File: config.mk
export PLATFORM = sky130hd
export DESIGN_NAME = instr_fetch
export DESIGN_NICKNAME = d
export VERILOG_FILES = /design/src/rtl/instr_fetch.sv
export SDC_FILE = /design/constraint.sdc
export NUM_CORES = 1
export LEC_CHECK = 0
export ABC_AREA = 1
export CAP_MARGIN = 20
export CORE_MARGIN = 2
export CORE_UTILIZATION = 48
export DETAILED_ROUTE_END_ITERATION = 16
export HOLD_SLACK_MARGIN = 0.02
export PLACE_DENSITY = 0.77
export SLEW_MARGIN = 20
export SYNTH_ARGS = -nofsm -noshare
export SYNTH_HDL_FRONTEND = slang
export SYNTH_SLANG_ARGS = --single-unit
File: constraint.sdc
create_clock -name clk -period 2.47 [get_ports clk]
set_input_delay 0.247 -clock clk [delete_from_list [all_inputs] [get_ports clk]]
set_output_delay 0.247 -clock clk [all_outputs]
set_load 0.02 [all_outputs]
File: src/rtl/instr_fetch.sv
// Fetch stage of the 19-bit CPU: owns the PC, drives instmem's synchronous read
// port and registers the returned word for decode. Handles stall, branch flush and HALT.
module instr_fetch #(
  parameter int AW = 14,
  parameter int DW = 19,
  parameter logic [AW-1:0] RESET_PC = '0,
  parameter int OPW = 5,
  parameter logic [OPW-1:0] HALT_OP = 5'h1F
) (
  input  logic          clk,
  input  logic          rst,
  input  logic          stall,
  input  logic          branch_taken,
  input  logic [AW-1:0] branch_target,
  output logic [AW-1:0] addIM,
  input  logic [DW-1:0] outIM,
  output logic [DW-1:0] instr,
  output logic [AW-1:0] pc_out,
  output logic          instr_valid,
  output logic          halted
);

  // Handshake: instr/pc_out are meaningful only while instr_valid=1. Decode
  // applies back-pressure with stall; branch_taken is a single-cycle request
  // that is always accepted in RUN and ignored in HALT.
  typedef enum logic {S_RUN = 1'b0, S_HALT = 1'b1} state_e;

  state_e        state_q, state_d;
  logic [AW-1:0] fetch_pc_q, fetch_pc_d;
  logic [AW-1:0] pend_pc_q, pend_pc_d;
  logic          pend_valid_q, pend_valid_d;
  logic [DW-1:0] instr_q, instr_d;
  logic [AW-1:0] pc_out_q, pc_out_d;
  logic          instr_valid_q, instr_valid_d;
  logic          advance;
  logic          is_halt_word;

  assign advance      = (state_q == S_RUN) && !branch_taken && !stall;
  assign is_halt_word = pend_valid_q && (outIM[DW-1:DW-OPW] == HALT_OP);

  always_ff @(posedge clk or posedge rst) begin
    if (rst) begin
      state_q       <= S_RUN;
      fetch_pc_q    <= RESET_PC;
      pend_pc_q     <= '0;
      pend_valid_q  <= 1'b0;
      instr_q       <= '0;
      pc_out_q      <= '0;
      instr_valid_q <= 1'b0;
    end else begin
      state_q       <= state_d;
      fetch_pc_q    <= fetch_pc_d;
      pend_pc_q     <= pend_pc_d;
      pend_valid_q  <= pend_valid_d;
      instr_q       <= instr_d;
      pc_out_q      <= pc_out_d;
      instr_valid_q <= instr_valid_d;
    end
  end

  always_comb begin
    state_d = state_q;
    if (advance && is_halt_word) state_d = S_HALT;
  end

  always_comb begin
    fetch_pc_d    = fetch_pc_q;
    pend_pc_d     = pend_pc_q;
    pend_valid_d  = pend_valid_q;
    instr_d       = instr_q;
    pc_out_d      = pc_out_q;
    instr_valid_d = instr_valid_q;
    case (state_q)
      S_RUN: begin
        if (branch_taken) begin
          // Flush both the in-flight read and the presented instruction.
          fetch_pc_d    = branch_target;
          pend_valid_d  = 1'b0;
          instr_valid_d = 1'b0;
        end else if (!stall) begin
          fetch_pc_d    = fetch_pc_q + 1'b1;
          pend_pc_d     = fetch_pc_q;
          pend_valid_d  = 1'b1;
          instr_d       = outIM;
          pc_out_d      = pend_pc_q;
          instr_valid_d = pend_valid_q;
        end
      end
      S_HALT: begin
        pend_valid_d  = 1'b0;
        instr_valid_d = 1'b0;
      end
      default: ;
    endcase
  end

  // During a stall the in-flight address is re-issued so outIM stays put.
  assign addIM       = ((state_q == S_RUN) && stall && !branch_taken) ? pend_pc_q : fetch_pc_q;
  assign instr       = instr_q;
  assign pc_out      = pc_out_q;
  assign instr_valid = instr_valid_q;
  assign halted      = (state_q == S_HALT);

endmodule

Yosys cells after proc, flatten, opt, wreduce, memory -nomap -nowiden:

Index checks and enable logic that the tools add are counted.

* flip-flop bits (word level): 64
* bits in latches: 0
* memory bits (writable): 0
* memory bits (read-only): 0
* input bits: 37
* output and inout bits: 49
* memories kept: 0

* $add $sub $neg: 1
* multipliers: 0
* div/mod/pow operators: 0
* magnitude comparators: 0
* equality and inequality tests: 3
* shifts and indexed selects: 0
* mux-type cells: 9
* bitwise logic cells: 3
* reduce and logical (&&, ||, !) cells: 10

Operator list (number)
* 2-to-1 mux 14 bit: 3
* adder 14 x 1 -> 14 bit (second input constant): 1
* logical AND 1 bit: 6
* == test 5 bit (second input constant): 1
* 2-to-1 mux 1 bit: 4
* case mux 1 bit (2 select lines): 2
* inequality test 3 bit (second input constant): 1
* inverter 1 bit: 3
* AND reduction 3 bit: 1
* zero test 1 bit: 2
* inequality test 2 x 1 -> 1 bit (second input constant): 1
* AND reduction 2 bit: 1

Longest topological paths before layout:

Gate-level depths: netlist (run 1).

* depth after elaboration: 4
* gate-level depth with buffers: 8
* gate-level depth less buffers: 8

Least setup slack after synthesis (run 1):

OpenSTA, ideal clock, no wires.

* path kind: register -> output
* start point: register state_q, in the netlist halted
* end point: output port addIM[10]
* data arrival time: 1.478 ns
* required time: 2.223 ns
* slack: 0.745 ns
* stages on the path, launching flop included: 7
* buffers on the path: 1
* cells stage by stage: dfrtp_1 > inv_1 > nand2_2 > inv_2 > nand2_4 > buf_2 > o21ai_0

* word-level cells in the longest chain between the ends: 4

RTL lines
* start: declaration: RTL line 28 `state_e state_q, state_d;`
* start signal: assignment: RTL line 51 `state_q <= state_d;`
* inverter 1 bit (no source line)
* logical AND 1 bit (2 in a row): RTL line 98 `assign addIM = ((state_q == S_RUN) && stall && !branch_taken) ? pend_pc_q : fetch_pc_q;`
* 2-to-1 mux 14 bit: RTL line 98
* end: declaration: RTL line 15 `output logic [AW-1:0] addIM,`

Every way passes these cells.

Final worst setup path (run 1):

* start point: register state_q, in the netlist halted
* end point: output port addIM[12]

The elaborated chain is that of the path after synthesis.

==> metrics, run 1 <==
outcome completed; VDD IR-drop max 0.297 mV; sequential share of the synthesized area 51.6%; clk sinks 64; worst path required time 2.22 ns; clock latency on the worst-skew pair 0.34 ns; Syn Inst Count about 380; WS Path Type flip-flop to output pin; main combinational cell family by area after synthesis simple AND/OR/NAND/NOR gates; Top Family by Delay on Critical Path buffers and inverters; HPWL Detailed slightly above 5000 um; Pins Over Slew Limit 0; Synth Area in XOR/XNOR 0%; Mapped Nets approximately 420; WL per Instance 13.1 um; worst-margin pin slew 0.708 ns; power per cell area 530 nW/um2; Peak Freq 423 MHz; CP startpoint kind flip-flop; max-cap violations 0; Vias 2721; vias in the first global route 2573; layout cell share with drive strength beyond 1 8.90%; Rel. slew slack 52.7%; initial antenna violation count 0; Layout Nets ~510; Layout area overhead 33.7%; DR vias/cell 4.96; die area 7120 um2; period utilization 95.7%; final setup violation count 0; CTS Buffer Depth 2; row count 29; Antenna Nets Post-Route 0; mux cell area share after synthesis 0%; clock-pin slew on the worst setup and hold paths 0.07 ns; DRC 0; Leakage 2.06 nW; TritonRoute pass-1 iters 4; Sw Share 24.3%; core area roughly 6300 um2; initial core utilization between 40% and 50%; synthesized area roughly 3100 um2; P_int 1.66 mW; Adder-Cell Fraction of Synth Area 0.403%; Synth Area in Compound Gates about an eighth; syn_area_per_cell 8.10 um2; gr usage total 21.9%; Worst path slowest cell clkdlybuf4s50_1; grt total ovfl 0; Crit path largest cell delay 0.64 ns; Hold Worst Slack about 0.28 ns; CTS tree built; Synth cell types 31; GR Layer Usage met3 5.21%; crit path buf inv count 3; DRT Wirelength 7190 um; gpl congestion 0.872; Flop pwr share 49.8%; CP endpoint kind output pin; Synth Area in Simple Gates 25.6%; I/O pin count 86; unrepaired setup endpoints after global routing no; clock share of power 39.4%; switching pwr 0.535 mW; largest net degree at the start of global routing just under 50; drt initial violations ~150; GRT met2 Usage around 34%; diodes inserted 0; met1 Resource Use GR 30.6%; CTS root buffer clkbuf_8; die width 84.4 um; number of synthesized register bits 64; Hold WC Path Type input port to async pin; minimum clock period 2.36 ns; GR peak layer met2; first-pass GRT wire length 12300 um; post-CTS sizing 0; critical path cell sequence inv_1 -> nand2_2 -> inv_2 -> nand2_4 -> o21ai_0 -> clkdlybuf4s50_1; clk_skew 0.00730 ns; Hold Fails Final Rpt 0; Num CTS Buffers 9; setup TNS 0 ns; PortBufs 85; CTS H-tree lvls 3; crit path DAT 2.12 ns; Synth warnings 0; top fanout value on the critical path 28; Post-CTS Setup Inserts 0; die height 84.4 um; Comb pwr share 10.8%; # hold bufs at CTS 0
==> flip-flops by register name, summed over array words and instances (netlist names) <==
signal	cells
pend_pc_q	14
fetch_pc_q	14
pend_valid_q	1
halted	1
instr_valid	1
pc_out	14
instr	19
==> kinds of logic (layout without fill, tap and decap cells) <==
kind of cell | count (synthesis) | after routing
AND/OR/NAND/NOR | 188 | 188
AO/OA/AOI/OAI | 71 | 71
flip-flops | 64 | 64
buffers and inverters | 59 | 148
adder cells (fa/ha/maj) | 1 | 1
==> final timing paths <==
kind	startpoint	endpoint	slack, ns	depth (start not counted)
max in group asynchronous	rst	fetch_pc_q[2]	1.51	3
worst min register to register	instr[8]	instr[8]	0.47	2
worst max-delay path	halted	addIM[12]	0.11	6
min in group clk	outIM[13]	instr[13]	0.45	3
worst max register to register	halted	halted	0.88	6
worst min-delay path	rst	pend_valid_q	0.28	2
==> final cells by class <==
type / instances / area, um2
fill: 544 / 2160
clock buffer: 11 / 141
inverter: 42 / 160
clock inverter: 4 / 45.0
tap: 77 / 96.3
timing repair buffer: 91 / 898
sequential: 64 / 1600
multi-input combinational: 260 / 1210
==> power by group through the flow <==
stage	logic [mW]	registers (mW)	clock network (mW)
global route	0.263	1.10	0.932
global placement	0.232	1.11	0
CTS	0.239	1.09	0.881
floorplan	0.119	1.10	0
finish	0.237	1.10	0.866
detailed placement	0.237	1.11	0
==> layout by cell type, fill, tap and decap left out, drive strengths merged <==
master         synthesis  layout
o31ai                  1       1
inv                   42      42
dlymetal6s2s           0       1
clkdlybuf4s50          0      84
a22oi                  1       1
buf                   14       6
clkinv                 0       3
o22ai                  1       1
nor3                   2       2
nand2                145     145
dfrtp                 64      64
nor2                  22      22
nand4                  6       6
o21bai                 2       2
ha                     1       1
bufinv                 0       1
o21ai                 57      57
a21oi                  7       7
nand3                 13      13
clkbuf                 3      11
a32oi                  1       1
a31oi                  1       1
==> cells in the mapped netlist <==
library cell  count  share of area [%]
a32oi_1           1               0.28
clkbuf_1          2               0.24
nor3_1            2               0.32
o21ai_2           2               0.56
a22oi_1           1               0.24
a31oi_1           1               0.20
nand2_2           6                1.2
nor2_2            1               0.20
o21ai_1          22                3.5
o22ai_1           1               0.20
o21ai_0          33                5.3
o31ai_2           1               0.40
nor2_1           17                2.1
buf_2             5               0.81
o21bai_1          1               0.24
inv_4             1               0.20
buf_6             8                2.9
dfrtp_1          64                 52
a21oi_1           6               0.97
nand2_1         138                 17
nor2_4            4                1.5
inv_1            38                4.6
inv_2             3               0.36
o21bai_2          1               0.36
nand2_4           1               0.36
nand3_1          13                2.1
buf_4             1               0.24
ha_1              1               0.40
clkbuf_2          1               0.16
nand4_1           6                1.2
a21oi_4           1               0.52
==> per-stage QoR <==
step	power, mW	worst slack, ns	instance area (um2)	std cells	utilization, %
floorplan	1.22	0.625	3100	383	-
global placement	1.35	0.260	3960	534	62.7
detailed placement	1.35	0.175	3960	534	62.7
CTS	2.21	0.107	4150	549	65.7
global route	2.29	0.00785	4150	549	65.7
finish	2.20	0.107	4150	549	65.7
==> per-layer routing <==
| metal | up-vias | share of wire (%) | routed length (um) |
|---|---|---|---|
| met5 | - | 0 | 0 |
| met4 | 0 | 1.7 | 119 |
| met3 | 12 | 6.2 | 444 |
| met2 | 91 | 46 | 3340 |
| met1 | 1236 | 46 | 3290 |
| li1 | 1382 | - | - |
(Power assumes the default switching activity.)
==> run 2, diff against run 1 <==
- CORE_UTILIZATION: 48 -> 32
- PLACE_DENSITY: 0.77 -> 0.54
- SLEW_MARGIN: 20 -> 5
==> run 2 against run 1 <==
Effect of this change:
- worst setup slack improved by 0.065 ns
- final area increased by 3.4%
- critical path type unchanged
- core utilization decreased by 20 points
- non-clock buffer count increased by 1
- die area increased by 47%
- fmax increased by 2.8%
- worst hold slack improved by 0.0073 ns
- flip-flop and latch count unchanged
- combinational power about the same
==> metrics, run 2 (synthesis results as in run 1) <==
outcome completed; worst-margin pin slew 0.727 ns (+0.0189 ns); Vias 2646 (-2.8%); diodes inserted 0 (unchanged); switching pwr 0.565 mW (+5.7%); critical path cell sequence inv_1 -> nand2_2 -> inv_2 -> nand2_8 -> o21ai_0 -> clkdlybuf4s50_1; final setup violation count 0 (unchanged); clk sinks 64 (unchanged); largest net degree at the start of global routing 65 (+33%); Hold Worst Slack 0.288 ns (+0.00734 ns); met2 routed WL 3310 um (-0.99%); die area 10500 um2 (+47%); CTS Buffer Depth 2 (unchanged); clock-pin slew on the worst setup and hold paths 0.07 ns (about the same); Antenna Nets Post-Route 0 (unchanged); die height 102 um (+21%); highest routed layer met4; first-pass GRT wire length 12000 um (-2.7%); Crit path largest cell delay 0.63 ns (about the same); Comb pwr share 10.1% (-0.7 points); CTS tree built; core area 9330 um2 (+48%); Hold Fails Final Rpt 0 (unchanged); clk_skew 0.00447 ns (-0.00282 ns); commonest non-fill, non-tap cell in the layout nand2_1; WL per Instance 12.4 um (-5.2%); Peak Freq 435 MHz (+2.8%); Layout area overhead 38.2%; die width 102 um (+21%); commonest non-fill, non-tap cells in the layout nand2_1, clkdlybuf4s50_1, dfrtp_1; DRC 0 (unchanged); minimum clock period 2.30 ns (-0.0652 ns); CTS root buffer clkbuf_8; I/O pin count 86 (unchanged); clock share of power 43.2% (+3.8 points); layout cell share with drive strength beyond 1 9.49% (+0.60 points); Num CTS Buffers 9 (unchanged); worst path required time 2.22 ns (about the same); gr usage total 14.9% (-7.0 points); DP Area 4050 um2 (+2.1%); Pins Over Slew Limit 0 (unchanged); power per cell area 547 nW/um2 (+3.2%); HPWL Detailed 5310 um (+3.2%); DRT Wirelength 7490 um (+4.2%); Worst path slowest cell clkdlybuf4s50_1; top fanout value on the critical path 28 (unchanged); # hold bufs at CTS 0 (unchanged); Layout Nets 507 (+0.20%); CP endpoint kind output pin; Leakage 2.08 nW (+1.0%); unrepaired setup endpoints after global routing no; max-cap violations 0 (unchanged); CP startpoint kind flip-flop; fin area 4290 um2 (+3.4%); Top Family by Delay on Critical Path buffers and inverters; PortBufs 85 (unchanged); drt initial violations 115 (-22%); grt total ovfl 0 (unchanged); final core occ 46.0% (-20 points); setup TNS 0 ns (unchanged); row count 35 (+21%); Rel. slew slack 51.4% (-1.3 points); period utilization 93.0% (-2.6 points); VDD IR-drop max 0.274 mV (-7.7%); wl on met1 3690 um (+12%); clock latency on the worst-skew pair 0.33 ns (about the same); crit path DAT 2.05 ns (-0.07 ns); Flop pwr share 46.7% (-3.1 points); DR vias/cell 4.39 (-11%); WS Path Type flip-flop to output pin; P_int 1.78 mW (+7.0%); max reg flops 19 (unchanged); CTS H-tree lvls 3 (unchanged); Sw Share 24.1% (-0.22 points); crit path buf inv count 3 (unchanged); initial core utilization 33.3% (-16 points); vias in the first global route 2446 (-4.9%); TritonRoute pass-1 iters 4 (unchanged); Hold WC Path Type input port to async pin; gpl congestion 0.797 (-8.7%); metal3 WL 409 um (-7.9%); initial antenna violation count 0 (unchanged)
run 2: changes by cell type in the layout (fill, tap and decap cells not counted):
cell,before,now
clkbuf_1,1,0
clkinvlp_4,0,2
nand2_8,0,1
clkinv_4,0,2
nand2_4,1,0
clkinv_2,3,0
clkdlybuf4s50_1,84,83
bufinv_16,1,2
dlymetal6s2s_1,1,2
buf_12,0,1
run 2: power by group through the flow:
| stage | sequential (mW) | combinational (mW) | clock [mW] |
|---|---|---|---|
| after global routing | 1.10 | 0.262 | 1.10 |
| after detailed placement | 1.12 | 0.240 | 0 |
| final | 1.10 | 0.237 | 1.01 |
| after floorplan | 1.10 | 0.119 | 0 |
| after CTS | 1.10 | 0.241 | 1.05 |
| after global placement | 1.12 | 0.238 | 0 |
run 2: timing repair:
item	in CTS	in global routing
gates resized for setup	0	3
buffers inserted	0	0
endpoints found under the setup margin	0	10
run 2: per-stage QoR:
stage,power (mW),instances,setup slack [ns]
floorplan,1.22,383,0.625
global placement,1.35,587,0.233
detailed placement,1.36,587,0.207
CTS,2.39,603,0.106
global route,2.46,603,0.0279
finish,2.35,603,0.172
run 2: cell type report:
class | instances | area, um2
Clock buffer | 10 | 138
Tap cell | 129 | 161
Multi-Input combinational cell | 260 | 1210
Clock inverter | 6 | 92.6
Fill cell | 953 | 5040
Inverter | 42 | 160
Sequential cell | 64 | 1600
Timing Repair Buffer | 92 | 921
run 2: worst reg2reg max path, delay by kind of cell, from the launching register on:
kind	cells	cell delay (ns)
DFF	1	0.42
AOI/OAI and AO/OA	1	0.23
and+or+nand+nor	2	0.20
buffers and inverters	2	0.64
run 2: metal layers:
layer,vias to the layer above,GRT usage (%)
met1,1181,20.4
met2,70,22.9
met3,9,4.99
met4,0,3.69
li1,1386,-
met5,-,0
run 2: path summary, 6_finish.rpt:
check,startpoint,endpoint,slack (ns),depth (start not counted)
max reg2reg,halted,instr[17],0.82,5
min,rst,instr[10],0.29,3
min reg2reg,instr[12],instr[12],0.47,2
max in group asynchronous,rst,pend_pc_q[10],1.89,3
min in group clk,outIM[13],instr[13],0.44,3
max,halted,addIM[11],0.17,6
==> run 3, diff against run 2 <==
- SLEW_MARGIN: 5 -> default
==> results of run 3 <==
No change in the layout: final DEF, timing and power equal those of run 2.
